--- config.mk ---
export PLATFORM = sky130hd
export DESIGN_NAME = seg_scan_ctrl
export DESIGN_NICKNAME = d
export VERILOG_FILES = /design/src/rtl/seg_scan_ctrl.sv
export SDC_FILE = /design/constraint.sdc
export NUM_CORES = 1
export LEC_CHECK = 0
export ABC_AREA = 1
export CAP_MARGIN = 20
export CORE_MARGIN = 2
export CORE_UTILIZATION = 45
export DETAILED_ROUTE_END_ITERATION = 7
export GPL_TIMING_DRIVEN = 0
export PLACE_DENSITY_LB_ADDON = 0.15
export SLEW_MARGIN = 40
export SYNTH_ARGS = -nofsm -noshare
export SYNTH_HDL_FRONTEND = slang
export SYNTH_SLANG_ARGS = --single-unit
--- constraint.sdc ---
create_clock -name clk -period 4.2 [get_ports clk]
set_input_delay 1.05 -clock clk [delete_from_list [all_inputs] [get_ports clk]]
set_output_delay 1.05 -clock clk [all_outputs]
set_load 0.02 [all_outputs]
--- src/rtl/seg_scan_ctrl.sv ---
// -----------------------------------------------------------------------------
// seg_scan_ctrl
// Time-multiplexed scan controller for a common-anode seven-segment display.
// A packed hex word is accepted over a valid/ready handshake into a one-deep
// pending buffer. That buffer is promoted to the displayed ("active") value
// only at a frame boundary, so a frame never shows a mix of two values.
// Each digit slot begins with a short all-dark blanking gap, which prevents
// ghosting between digits. The rest of the slot drives the digit's anode and
// its decoded segments.
//
// Ports:
//   clk        system clock
//   rstn       asynchronous active-low reset
//   data       4*DIGITS hex value, digit i = data[4i+3:4i], digit 0 rightmost
//   data_vld   producer has data
//   data_rdy   pending buffer is empty (combinational)
//   digit_en   per-digit enable, 0 keeps the anode off (live)
//   dp         per-digit decimal point, 1 = lit (live)
//   blank_lz   1 = suppress leading zeros (live)
//   an         anode selects, active-low, registered
//   seg        {dp,g,f,e,d,c,b,a}, active-low, registered
//   frame_done one-cycle pulse the cycle after each frame boundary
// -----------------------------------------------------------------------------
module seg_scan_ctrl #(
  parameter int DIGITS    = 8,
  parameter int SCAN_DIV  = 100000,
  parameter int BLANK_CYC = 16
) (
  input  logic                  clk,
  input  logic                  rstn,
  input  logic [4*DIGITS-1:0]   data,
  input  logic                  data_vld,
  output logic                  data_rdy,
  input  logic [DIGITS-1:0]     digit_en,
  input  logic [DIGITS-1:0]     dp,
  input  logic                  blank_lz,
  output logic [DIGITS-1:0]     an,
  output logic [7:0]            seg,
  output logic                  frame_done
);

  localparam int DIV_W = (SCAN_DIV > 1) ? $clog2(SCAN_DIV) : 1;
  localparam int IDX_W = $clog2(DIGITS);
  localparam logic [DIV_W-1:0] DIV_LAST  = DIV_W'(SCAN_DIV - 1);
  localparam logic [DIV_W-1:0] BLANK_END = DIV_W'(BLANK_CYC);
  localparam logic [IDX_W-1:0] IDX_LAST  = IDX_W'(DIGITS - 1);

  typedef enum logic {PH_BLANK = 1'b0, PH_DRIVE = 1'b1} phase_t;

  // Hex digit to active-low {g,f,e,d,c,b,a}.
  function automatic logic [6:0] f_seg_decode(input logic [3:0] hex);
    logic [6:0] pat;
    case (hex)
      4'h0:    pat = 7'h40;
      4'h1:    pat = 7'h79;
      4'h2:    pat = 7'h24;
      4'h3:    pat = 7'h30;
      4'h4:    pat = 7'h19;
      4'h5:    pat = 7'h12;
      4'h6:    pat = 7'h02;
      4'h7:    pat = 7'h78;
      4'h8:    pat = 7'h00;
      4'h9:    pat = 7'h10;
      4'hA:    pat = 7'h08;
      4'hB:    pat = 7'h03;
      4'hC:    pat = 7'h46;
      4'hD:    pat = 7'h21;
      4'hE:    pat = 7'h06;
      4'hF:    pat = 7'h0E;
      default: pat = 7'h7F;
    endcase
    return pat;
  endfunction

  logic [DIV_W-1:0]    r_div_cnt;
  logic [IDX_W-1:0]    r_idx;
  logic [4*DIGITS-1:0] r_active;
  logic [4*DIGITS-1:0] r_pending;
  logic                r_pend_full;
  logic [DIGITS-1:0]   r_an;
  logic [7:0]          r_seg;
  logic                r_frame_done;

  logic                w_div_wrap;
  logic                w_boundary;
  logic                w_xfer;
  phase_t              w_phase;
  logic [3:0]          w_nibble;
  logic [6:0]          w_code;
  logic                w_hi_zero;
  logic                w_suppress;

  assign data_rdy   = ~r_pend_full;
  assign an         = r_an;
  assign seg        = r_seg;
  assign frame_done = r_frame_done;

  // Slot timing, handshake qualification and digit suppression decision.
  always_comb begin
    w_div_wrap = (r_div_cnt == DIV_LAST);
    w_boundary = w_div_wrap && (r_idx == IDX_LAST);
    w_xfer     = data_vld && !r_pend_full;
    w_phase    = (r_div_cnt < BLANK_END) ? PH_BLANK : PH_DRIVE;
    w_nibble   = r_active[4*r_idx +: 4];
    w_code     = f_seg_decode(w_nibble);
    // Current digit is a leading zero when it and every higher nibble is 0.
    w_hi_zero  = 1'b1;
    for (int j = 0; j < DIGITS; j++) begin
      w_hi_zero = w_hi_zero & ~((j >= int'(r_idx)) & (|r_active[4*j +: 4]));
    end
    w_suppress = !digit_en[r_idx] ||
                 (blank_lz && (r_idx != {IDX_W{1'b0}}) && w_hi_zero);
  end

  // Dwell counter and digit index; disabled digits still take their slot.
  always_ff @(posedge clk or negedge rstn) begin
    if (!rstn) begin
      r_div_cnt <= {DIV_W{1'b0}};
      r_idx     <= {IDX_W{1'b0}};
    end else if (w_div_wrap) begin
      r_div_cnt <= {DIV_W{1'b0}};
      r_idx     <= (r_idx == IDX_LAST) ? {IDX_W{1'b0}} : r_idx + 1'b1;
    end else begin
      r_div_cnt <= r_div_cnt + 1'b1;
    end
  end

  // Pending/active buffers; active only changes at a frame boundary.
  always_ff @(posedge clk or negedge rstn) begin
    if (!rstn) begin
      r_active    <= {(4*DIGITS){1'b0}};
      r_pending   <= {(4*DIGITS){1'b0}};
      r_pend_full <= 1'b0;
    end else if (w_boundary && r_pend_full) begin
      r_active    <= r_pending;
      r_pend_full <= 1'b0;
    end else if (w_boundary && w_xfer) begin
      // Empty buffer at the boundary: the new word goes straight to display.
      r_active    <= data;
    end else if (w_xfer) begin
      r_pending   <= data;
      r_pend_full <= 1'b1;
    end else begin
      r_pend_full <= r_pend_full;
    end
  end

  // Registered anode/segment drive and frame pulse.
  always_ff @(posedge clk or negedge rstn) begin
    if (!rstn) begin
      r_an         <= {DIGITS{1'b1}};
      r_seg        <= 8'hFF;
      r_frame_done <= 1'b0;
    end else begin
      r_frame_done <= w_boundary;
      if ((w_phase == PH_BLANK) || w_suppress) begin
        r_an  <= {DIGITS{1'b1}};
        r_seg <= 8'hFF;
      end else begin
        r_an  <= ~({{(DIGITS-1){1'b0}}, 1'b1} << r_idx);
        r_seg <= {~dp[r_idx], w_code};
      end
    end
  end

endmodule
==> summary.txt <==
Timing
  • Tmin final: 3.12 ns
  • Slew at the pin with the worst max-slew slack: 0.553 ns
  • RSZ-0062 raised after global routing: false
  • TNS Setup: 0 ns
  • Final Skew: 0.00726 ns
  • Setup violators final: 0
  • Highest clock rate: 0.321 GHz
  • Max-Slew Margin vs Limit: 63.1%
  • Fin. Hold Viols: 0
  • Final worst slack: 1.08 ns
  • Final worst-path cycle share: 74.2%
  • Pins Over Slew Limit: 0

Drt
  • Post-DR wirelength/cell: 13.5 microns
  • Via density: 4.89
  • DRT antenna net count: 0
  • Via count: 4,978
  • Initial drt markers: 252
  • # DRC: 0
  • TritonRoute pass-1 iters: 4
  • Total routed wirelength: 13.7 mm

Synthesis
  • Seq/Total Area, Yosys: 45.2%
  • Synthesized area: 0.00569 sq mm
  • Syn avg cell area: 7.50 sq um
  • Library cells used by synthesis: 33
  • Flops & latches, synth: 102
  • Gate count of the mapped netlist: 759
  • Post-Syn Nets: 824
  • Ys Warns: 0

Pwr
  • Switching share of power: 22.4%
  • Switching power: 459 uW
  • Logic gate share of total power: 8.5%
  • Clock Power Share: 40.5%
  • P_int: 1590 uW
  • Flop pwr share: 51.0%
  • Pwr/cell area: 296 mW/mm^2
  • Leak: 0.00366 uW
  • Peak supply drop: 0.000179 V

Worst setup path
  • Critical path arrival: 2.07 ns
  • Worst Path Class, Setup: reg2out
  • Worst-path fanout max: 10
  • CP Launch Type: register
  • WP buf/inv: 3
  • CP cell instances: inv_1 -> clkbuf_1 -> clkdlybuf4s50_1
  • Slowest Stage Delay on Critical Path: 0.68 ns
  • Cell family with most CP delay: buffers and inverters
  • Critical path endpoint category: output pin
  • Worst path slowest cell: clkdlybuf4s50_1
  • Worst path required time: 3.15 ns

Placement
  • Gpl congestion: 0.861
  • Dpl cells: 1,001
  • I/O Buffers: 69
  • Placement Setup Slack: 1.44 ns
  • DP HPWL: 10.4 mm
  • Placed Area: 0.00663 sq mm

Run
  • Max cap viols: 0

Floorplanning
  • Row cnt: 41
  • Total die area: 0.0136 sq mm
  • Area of the core: 0.0125 sq mm
  • Die extent in x: 116 microns
  • Initial core utilization: 45.6%
  • Die Y: 116 microns
  • IO Count: 70

Global route
  • Pin count of the biggest net entering global routing: 73
  • Initial antenna violation count: 0
  • First-pass GRT wire length: 23.3 mm
  • GR Util All Layers: 21.8%
  • Number of global-route vias before repair: 4,883
  • Gr ovfl total: 0

Clock tree
  • Post-CTS sizing: 0
  • Num CTS Buffers: 9
  • Post-cts hold buffer count: 0
  • Maximum clock insertion buffer count: 2
  • H-Tree Depth: 3
  • CTS Root Cell: clkbuf_16
  • Clk_lat worst skew: 0.35 ns
  • Post-CTS Repair Setup Buffers: 0
  • CTS tree: yes
  • Sink Count: 102
  • Clock-pin transition on the worst setup and hold timing paths: 0.07 ns

Min path
  • Class of the worst hold path: reg2reg

Cells and area
  • P&R area growth vs syn: 21.6%
  • Antenna Cells: 0
  • Layout cells sized above 1: 12.7%
  • Non-Filler Instances: 1,017
  • Nets@finish: 905
  • Fin area: 0.00692 sq mm

Status
  • Status: completed
## per-stage QoR
stage                     hold slack, ns  total power, uW  utilization [%]
after floorplan                    0.432             1140                -
after global routing               0.510             2130             55.5
after global placement             0.445             1230             52.9
after detailed placement           0.453             1240             53.2
after CTS                          0.463             2060             55.5
final                              0.463             2040             55.5
## metal layers
metal	up-vias	track usage (%)	routed length [microns]
met3	17	3.43	508
met5	-	0	0
met1	2331	30.3	6590
li1	2534	-	-
met2	96	35.0	6380
met4	0	7.22	206
## state kept, by name (all words and copies together) (netlist names)
| signal | flops |
|---|---|
| an | 8 |
| seg | 8 |
| r_pending | 32 |
| r_active | 32 |
| r_pend_full | 1 |
| r_idx | 3 |
| frame_done | 1 |
| r_div_cnt | 17 |
## worst register-to-register path, stage by stage, from the launching register on
cell	delay, ns
dfrtp_1	0.42
inv_2	0.16
clkbuf_1	0.46
ha_1	0.33
inv_1	0.08
nand2_1	0.07
nand2_1	0.05
nand2_1	0.05
nor2_1	0.04
nor2_1	0.10
nor2_1	0.07
nor2_2	0.27
buf_4	0.23
nand3_1	0.08
## cell usage in the layout, fill, tap and decap left out, types with 9 or more instances in the layout
cell             synthesis  routed
dfrtp_1                 86      86
o21ai_0                 35      35
buf_2                   12      12
nand2_1                252     252
nor2_1                  40      40
nand3_1                105     105
dfstp_2                 16      16
inv_1                   96      96
clkdlybuf4s50_1          0      68
a21oi_1                  9       9
clkbuf_16                0       9
or2_2                   32      32
ha_1                    13      13
## synthesized netlist by cell type (all sizes together)
cell	count	area [sq um]
a21oi	9	45.0
a31oi	1	6.26
a32o	2	20.0
buf	25	184
clkbuf	5	20.0
clkinv	1	5.00
dfrtp	86	2150
dfstp	16	420
ha	13	163
inv	99	374
nand2	255	965
nand3	106	543
nand3b	1	7.51
nand4	8	71.3
nor2	46	216
nor3	5	25.0
nor4	3	18.8
o21ai	40	200
or2	32	200
xor2	6	52.6
## power by group through the flow
stage          Clock, uW  Sequential [uW]  Combinational [uW]
2_1_floorplan          0             1060                78.6
3_3_place_gp           0             1060                 168
3_5_place_dp           0             1060                 177
4_1_cts              843             1040                 177
5_1_grt              891             1050                 197
6_report             828             1040                 173
## path summary, 6_finish.rpt
| kind | start | to | slack (ns) | cells after the start |
|---|---|---|---|---|
| setup / recovery | r_pend_full$_DFFE_PN0P_ | data_rdy | 1.08 | 3 |
| hold / removal | r_div_cnt[0]$_DFF_PN0_ | r_div_cnt[0]$_DFF_PN0_ | 0.46 | 1 |
| setup reg to reg | r_idx[0]$_DFFE_PN0N_ | an[2]$_DFF_PN1_ | 1.72 | 13 |
| hold reg to reg | r_div_cnt[0]$_DFF_PN0_ | r_div_cnt[0]$_DFF_PN0_ | 0.46 | 1 |
| max in group asynchronous | rstn | r_pending[13]$_DFFE_PN0P_ | 3.03 | 2 |
| min in group asynchronous | rstn | r_div_cnt[14]$_DFF_PN0_ | 0.54 | 1 |
## cell type report
class	instances	area, sq um
buffer	30	204
clock buffer	10	229
clock inverter	6	61.3
fill	1228	5550
inverter	100	379
multi-input combinational	527	2530
sequential	102	2570
tap	172	215
timing repair buffer	70	723
## cell families after synthesis
group	Yosys count	share of synthesized area, %
AO/OA/AOI/OAI	52	4.77
XOR/XNOR	6	0.924
adder cells (fa/ha/maj)	13	2.86
buffers and inverters	130	10.2
flip-flops	102	45.2
AND/OR/NAND/NOR	456	36.0
(Power assumes the default switching activity.)
